**src/rtl/tohost_tx_sched.sv**
```systemverilog
// tohost_tx_sched: decodes tohost words, queues print bytes and paces
// them into UartTx; exit drains the queue, sends a terminator, halts.
module tohost_tx_sched #(
  parameter int unsigned QUEUE_SIZE = 16,
  parameter logic [7:0]  HALT_CHAR  = 8'h04
) (
  input  logic                         CLK,
  input  logic                         RST_X,
  input  logic                         WE,
  input  logic [31:0]                  WDATA,
  input  logic                         TX_READY,
  output logic [7:0]                   TX_DATA,
  output logic                         TX_WE,
  output logic                         FULL,
  output logic [$clog2(QUEUE_SIZE):0]  COUNT,
  output logic [15:0]                  DROP_CNT,
  output logic                         HALTED
);

  localparam int unsigned PW = $clog2(QUEUE_SIZE);
  localparam int unsigned CW = PW + 1;
  localparam logic [CW-1:0] QS_C = CW'(QUEUE_SIZE);

  localparam logic [2:0] S_IDLE  = 3'd0;
  localparam logic [2:0] S_ISSUE = 3'd1;
  localparam logic [2:0] S_GAP   = 3'd2;
  localparam logic [2:0] S_BUSY  = 3'd3;
  localparam logic [2:0] S_DONE  = 3'd4;

  logic [7:0]    mem_q [QUEUE_SIZE];
  logic [2:0]    state_q, state_d;
  logic [PW-1:0] head_q, head_d;
  logic [CW-1:0] count_q, count_d;
  logic          hp_q, hp_d;
  logic          last_q, last_d;
  logic [7:0]    data_q, data_d;
  logic          we_q, we_d;
  logic          halted_q, halted_d;
  logic          full_q, full_d;
  logic [15:0]   drop_q, drop_d;

  logic [1:0]    cmd;
  logic          accept;
  logic          enq;
  logic          drop;
  logic          deq;
  logic [PW-1:0] waddr;
  logic          unused_wdata;

  assign unused_wdata = ^{WDATA[31:18], WDATA[15:8]};

  // Command decode, queue bookkeeping and the send FSM.
  always_comb begin
    cmd      = WDATA[17:16];
    accept   = WE && !hp_q && (state_q != S_DONE);
    enq      = accept && (cmd == 2'd1) && (count_q != QS_C);
    drop     = accept && (cmd == 2'd1) && (count_q == QS_C);
    waddr    = head_q + count_q[PW-1:0];
    deq      = 1'b0;
    state_d  = state_q;
    head_d   = head_q;
    hp_d     = hp_q;
    last_d   = last_q;
    data_d   = data_q;
    if (accept && (cmd == 2'd2)) hp_d = 1'b1;
    unique case (state_q)
      S_IDLE: begin
        if ((count_q != '0) && TX_READY) begin
          deq     = 1'b1;
          data_d  = mem_q[head_q];
          head_d  = head_q + 1'b1;
          state_d = S_ISSUE;
        end else if (hp_q && TX_READY) begin
          data_d  = HALT_CHAR;
          last_d  = 1'b1;
          state_d = S_ISSUE;
        end
      end
      S_ISSUE: state_d = S_GAP;
      S_GAP:   state_d = S_BUSY;
      S_BUSY:  if (TX_READY) state_d = last_q ? S_DONE : S_IDLE;
      S_DONE:  state_d = S_DONE;
      default: state_d = S_IDLE;
    endcase
    count_d  = count_q + CW'(enq) - CW'(deq);
    drop_d   = (drop && (drop_q != 16'hFFFF)) ? drop_q + 16'd1 : drop_q;
    we_d     = (state_d == S_ISSUE);
    halted_d = (state_d == S_DONE);
    full_d   = (count_d == QS_C);
  end

  // Queue storage; contents need no reset since COUNT gates reads.
  always_ff @(posedge CLK) begin
    if (enq) mem_q[waddr] <= WDATA[7:0];
  end

  // State and registered outputs, synchronous active-low reset.
  always_ff @(posedge CLK) begin
    if (!RST_X) begin
      state_q  <= S_IDLE;
      head_q   <= '0;
      count_q  <= '0;
      hp_q     <= 1'b0;
      last_q   <= 1'b0;
      data_q   <= '0;
      we_q     <= 1'b0;
      halted_q <= 1'b0;
      full_q   <= 1'b0;
      drop_q   <= '0;
    end else begin
      state_q  <= state_d;
      head_q   <= head_d;
      count_q  <= count_d;
      hp_q     <= hp_d;
      last_q   <= last_d;
      data_q   <= data_d;
      we_q     <= we_d;
      halted_q <= halted_d;
      full_q   <= full_d;
      drop_q   <= drop_d;
    end
  end

  assign TX_DATA  = data_q;
  assign TX_WE    = we_q;
  assign FULL     = full_q;
  assign COUNT    = count_q;
  assign DROP_CNT = drop_q;
  assign HALTED   = halted_q;

endmodule
```
**config.mk**
```make
export PLATFORM = sky130hd
export DESIGN_NAME = tohost_tx_sched
export DESIGN_NICKNAME = d
export VERILOG_FILES = /design/src/rtl/tohost_tx_sched.sv
export SDC_FILE = /design/constraint.sdc
export NUM_CORES = 1
export LEC_CHECK = 0
export CAP_MARGIN = 25
export CORE_MARGIN = 5
export CORE_UTILIZATION = 51
export DETAILED_ROUTE_END_ITERATION = 6
export MAX_ROUTING_LAYER = met4
export PLACE_DENSITY = 0.82
export SYNTH_ARGS = -nofsm -noshare
export SYNTH_HDL_FRONTEND = slang
export SYNTH_SLANG_ARGS = --single-unit
```
**constraint.sdc**
```tcl
create_clock -name CLK -period 3.21 [get_ports CLK]
set_input_delay 0.321 -clock CLK [delete_from_list [all_inputs] [get_ports CLK]]
set_output_delay 0.321 -clock CLK [all_outputs]
set_load 0.03 [all_outputs]
```
==> results of run 1 <==
-- flip-flops by register name (all words and copies together) (netlist names), named ones only --
signal,flops
COUNT,5
TX_DATA,8
FULL,1
HALTED,1
hp_q,1
TX_WE,1
head_q,4
DROP_CNT,16
state_q,3
last_q,1
mem_q,128
-- cell usage after synthesis, drive strengths merged, types with 2 or more instances --
cell,n
a211o,6
a21o,3
a21oi,18
and2,7
and3,4
and4,3
and4bb,2
buf,14
clkbuf,9
dfxtp,45
edfxtp,128
fa,2
ha,10
inv,9
mux2i,20
mux4,32
nand2,15
nand2b,8
nand3,12
nand3b,2
nand4,8
nor2,24
nor3,19
nor3b,2
nor4,6
o21a,2
o21ai,6
o31ai,8
or3,2
or3b,3
or4,10
xnor2,6
xor2,6
-- where the power goes --
part | leakage [µW] | switching, µW | internal [µW] | total, µW
registers | 0.00152 | 116 | 2540 | 2660
logic | 0.00105 | 669 | 556 | 1220
clock network | 0.000283 | 906 | 1100 | 2000
total | 0.00285 | 1690 | 4190 | 5880
-- what timing repair did --
item                                    4_1_cts  5_1_grt
resized for setup                             0        2
endpoints found under the setup margin        0        1
hold endpoints to repair                      0        0
-- cells by family after synthesis --
kind of cell / synth area share
compound gates: 0.0444
xor+xnor: 0.0146
fa+ha+maj: 0.0230
buf+inv: 0.0200
flops: 0.660
mux: 0.130
simple gates: 0.108
-- final timing paths --
path         startpoint         end  slack (ns)  cells after the start
max            COUNT[3]        FULL        0.18                     11
min          TX_DATA[6]  TX_DATA[6]        0.46                      1
max reg2reg    COUNT[3]        FULL        0.18                     11
min reg2reg  TX_DATA[6]  TX_DATA[6]        0.46                      1
-- routing by layer --
| metal | vias to the layer above | global-route usage |
|---|---|---|
| met5 | - | - |
| met4 | 0 | 0.0760 |
| met3 | 31 | 0.0486 |
| met2 | 148 | 0.311 |
| met1 | 2130 | 0.244 |
| li1 | 1951 | - |
-- critical path: cells and delay by family, from the launching register on --
| family | cells | cell delay, ns |
|---|---|---|
| simple gates | 3 | 1.08 |
| fa+ha+maj | 3 | 0.72 |
| flops | 1 | 0.35 |
| compound gates | 1 | 0.33 |
| xor+xnor | 2 | 0.31 |
| buf+inv | 2 | 0.14 |
-- cell type report --
class,count,area share
clock buffers,17,0.0498
clock inverters,15,0.0172
inverters,9,0.00396
multi-input cells,257,0.271
flip-flops and latches,173,0.556
well taps,180,0.0264
repair buffers,71,0.0756
-- per-stage QoR --
step / hold slack (ns) / total power [µW]
floorplan: 0.420 / 3530
global placement: 0.432 / 3860
detailed placement: 0.453 / 3910
CTS: 0.469 / 5910
global route: 0.488 / 6140
finish: 0.462 / 5880
==> flow_summary.toml, run 1 <==
[layout]
fin_cells = 722
diodes = 0
synthToLayoutAreaGrowth_pct = 18.8
final_cell_mix = "edfxtp_1 (128), clkdlybuf4s50_1 (45), dfxtp_1 (42), mux4_2 (32), buf_4 (26)"
fillers = 963
final_common_cell = "edfxtp_1"
regArea_um2 = 4750
post-route-cell-area_um2 = 8540
drive_gt1_frac = 0.194
utilization = 0.617
fin_nets = 577
multiInputGateArea_um2 = 2310

[worst_setup_path]
worstPathMaxFanout = 4
slowest_delay_ns = 0.45
worstPathRequired_ns = 3.53
cp-start-kind = "flop"
cp.arrival_ns = 3.36
worstPathCellList = "inv_1 -> ha_1 -> or4b_1 -> and2_1 -> xor2_1 -> ha_1 -> inv_1 -> fa_1 -> xnor2_1 -> or3b_2 -> a2111oi_2"
crit_type = "reg2reg"
end_kind = "flop"
crit_slowest_cell = "or4b_1"

[logic_synthesis]
ys_seq_elements = 173
synth-async-reset-ratio = 0
postSynthCellCount = 462
ys.flop_type = "edfxtp_1"
synth-edff-count = 128
synth.cell_area_um2 = 7190
synth_top_area_frac = 0.535
synth_area_leaders = "edfxtp_1 (53%), dfxtp_1 (13%), mux4_2 (10%)"
synth_area_leader_cell = "edfxtp_1"
ys_warn_count = 0
syn_nets = 510
avgSynthCellArea_um2 = 15.6
ys_types = 53
seq_area_frac_synth = 0.660

[clock_tree]
hold_buffers = 0
cts_setup_buffers = 0
clkTransAtPathRegs_ns = 0.07
htreeDepth = 4
clk_path_buf_depth = 2
cts_made_buffers = 17
cts-root-buf = "clkbuf_16"
cts_tree = "yes"
clock-sinks = 173
clkLatencyLatePin_ns = 0.43

[timing]
slew_headroom = 0.513
drv_slew = 0
setup_slack_ns = 0.178
fin_setup_tns_ns = 0
timing.final.crit_period_ns = 3.03
setup_viol = 0
rsz0062_at_grt = "false"
post-route-period-util = 0.944
fmax_mhz = 330
hold_viol_final = 0
worstMarginPinSlew_ns = 0.724
fin_skew_ns = 0.00725

[placement]
place.gp.congestion = 0.815
dp_cells = 690
placed_cell_area_um2 = 7960
io_buffer_count = 45
dp_hpwl_mm = 9.55
dp_slack_ns = 0.0828

[floorplanning]
die_w_um = 129
floorplan.die.height_um = 129
dieArea_um2 = 16600
fp.coreArea_um2 = 13800
rows = 43
io_pins = 68
initial_core_util = 0.520

[run_status]
status = "complete, no violations"

[route]
drt_first_pass_iters = 4
drt_iter0_drc = 324
wl_met2_mm = 7.42
ant_nets = 0
routed_wl_mm = 14.7
wl_met1_mm = 6.02
vias = 4260
topRoutingLayerUsed = "met4"
post-route-drc-count = 0
wl_met3_um = 863
wire_per_inst_um = 20.3
viasPerCell = 5.90

[global_routing]
grt_pass1_wl_mm = 23.5
grt_start_max_net_pins = 33
grt_pass1_vias = 4349
overflow = 0
antenna_found_initial = 0
track_usage = 0.196

[worst_hold_path]
hp-class = "reg2reg"

[power]
irDropWorstVdd_mv = 0.556
p_leak_uw = 0.00285
power_density_nw_per_um2 = 689

[run]
cap_violations = 0
Power figures use the tool's default switching activity.
==> run 2, diff against run 1 <==
--- a/config.mk
+++ b/config.mk
@@ -6,6 +6,7 @@
 export NUM_CORES = 1
 export LEC_CHECK = 0
+export ABC_CLOCK_PERIOD_IN_PS = 3210
 export CAP_MARGIN = 25
-export CORE_MARGIN = 5
+export CORE_MARGIN = 2
 export CORE_UTILIZATION = 51
 export DETAILED_ROUTE_END_ITERATION = 6
==> constraint.sdc (replaced) <==
create_clock -name CLK -period 3.21 [get_ports CLK]
set_input_delay 0.963 -clock CLK [delete_from_list [all_inputs] [get_ports CLK]]
set_output_delay 0.963 -clock CLK [all_outputs]
set_load 0.03 [all_outputs]
==> run 2 against run 1 <==
Sequential cell count unchanged. Clock power is essentially flat. Die area down 9.1%. First-iteration DRC count increased by 15%. Global-route usage up 1.9 points. Highest routed layer unchanged.
==> flow_summary.toml, run 2 (synthesis results as in run 1) <==
[run_status]
status = "complete, no violations"

[power]
power_frac_seq = 0.440
p_int_uw = 4320
irDropWorstVdd_mv = 0.440
p_leak_uw = 0.00296
switching_power_uw = 1700
fin_total_pwr_uw = 6010
swShare = 0.282
clkPwrFrac = 0.337
power_density_nw_per_um2 = 692
p_comb_frac = 0.224

[floorplanning]
dieArea_um2 = 15100
die_w_um = 123
floorplan.die.height_um = 123
initial_core_util = 0.520
io_pins = 68
rows = 43
fp.coreArea_um2 = 13800

[timing]
fin_skew_ns = 0.0138
fmax_mhz = 334
worstMarginPinSlew_ns = 0.646
whs_ns = 0.470
timing.final.crit_period_ns = 2.99
drv_slew = 0
rsz0062_at_grt = "false"
slew_headroom = 0.566
setup_slack_ns = 0.219
post-route-period-util = 0.932
hold_viol_final = 0
setup_viol = 0

[layout]
drive_gt1_frac = 0.218
final_common_cell = "edfxtp_1"
synthToLayoutAreaGrowth_pct = 21.0
fin_nets = 589
final_cell_mix = "edfxtp_1 (128), dfxtp_1 (45), clkdlybuf4s50_1 (41), buf_4 (38), mux4_2 (32)"
top_register = "mem_q"
largest_reg_flops = 128
fin_cells = 735
post-route-cell-area_um2 = 8690

[global_routing]
overflow = 0
antenna_found_initial = 1
grt_pass1_wl_mm = 23.1
grt_pass1_vias = 4359
track_usage = 0.215
grt_start_max_net_pins = 33

[worst_setup_path]
crit_type = "reg2reg"
worstPathRequired_ns = 3.53
reg2reg_slack_ns = 0.22
end_kind = "flop"
worstPathMaxFanout = 4
cp.arrival_ns = 3.31
cp-start-kind = "flop"

[placement]
placed_cell_area_um2 = 8040
dp_slack_ns = -0.452
dp_hpwl_mm = 9.82
place.gp.congestion = 0.853
dp_cells = 700
io_buffer_count = 45

[clock_tree]
clk_path_buf_depth = 2
clkLatencyLatePin_ns = 0.41
cts-root-buf = "clkbuf_16"
cts_made_buffers = 17
hold_buffers = 0
clock-sinks = 173
htreeDepth = 4
clkTransAtPathRegs_ns = 0.07
cts_tree = "yes"

[route]
wire_per_inst_um = 20.1
drt_first_pass_iters = 5
viasPerCell = 5.80
routed_wl_mm = 14.8
ant_nets = 0
vias = 4262
post-route-drc-count = 0
drt_iter0_drc = 374

[worst_hold_path]
hp-class = "reg2reg"

[run]
cap_violations = 0
run 2: changes by cell type in the layout (fill, tap and decap cells not counted), moves of 2 or more:
cell / delta
dlymetal6s2s_1: +4
dfxtp_2: -3
clkinv_4: +3
clkdlybuf4s50_1: -4
buf_4: +12
dfxtp_1: +3
inv_8: -2
inv_6: -2
run 2: metal layers:
metal,up-vias,part of all wire,GRT usage
li1,1976,-,-
met1,2117,0.42,0.266
met2,151,0.51,0.354
met3,18,0.060,0.0465
met4,0,0.016,0.0726
met5,-,0,-
run 2: layout make-up:
| cell class | instances | area (µm²) |
|---|---|---|
| Inverter | 9 | 33.8 |
| Tap cell | 180 | 225 |
| Clock buffer | 18 | 429 |
| Antenna cell | 1 | 2.50 |
| Timing Repair Buffer | 83 | 746 |
| Multi-Input combinational cell | 257 | 2350 |
| Clock inverter | 14 | 159 |
| Fill cell | 971 | 5130 |
| Sequential cell | 173 | 4740 |
run 2: power groups by stage:
stage / Combinational (µW) / Clock, µW / Sequential, µW
finish: 1340 / 2030 / 2640
global placement: 1180 / 0 / 2680
global route: 1460 / 2150 / 2660
CTS: 1260 / 2060 / 2640
floorplan: 757 / 0 / 2770
detailed placement: 1240 / 0 / 2690
run 2: timing repair:
action | CTS | global route
pin swaps | 1 | 6
setup buffers | 0 | 1
setup endpoints to repair | 1 | 1
resized for setup | 3 | 13
run 2: path summary, 6_finish.rpt:
kind,start,to,cells past startpoint
setup / recovery,COUNT[3],FULL,10
hold / removal,TX_DATA[6],TX_DATA[6],1
setup reg to reg,COUNT[3],FULL,10
hold reg to reg,TX_DATA[6],TX_DATA[6],1
run 2: critical path, stage by stage (launching register included):
cell and delay (ns):
dfxtp_1 0.37, inv_1 0.10, ha_1 0.17, or4b_1 0.47
and2_4 0.18, xor2_1 0.16, ha_2 0.21, inv_2 0.04
fa_2 0.54, or3b_4 0.39, a2111oi_4 0.26
run 2: metrics by stage:
stage	TNS (ns)	util
floorplan	0	-
global placement	-1.79	0.581
detailed placement	-2.69	0.581
CTS	0	0.624
global route	0	0.629
finish	0	0.629
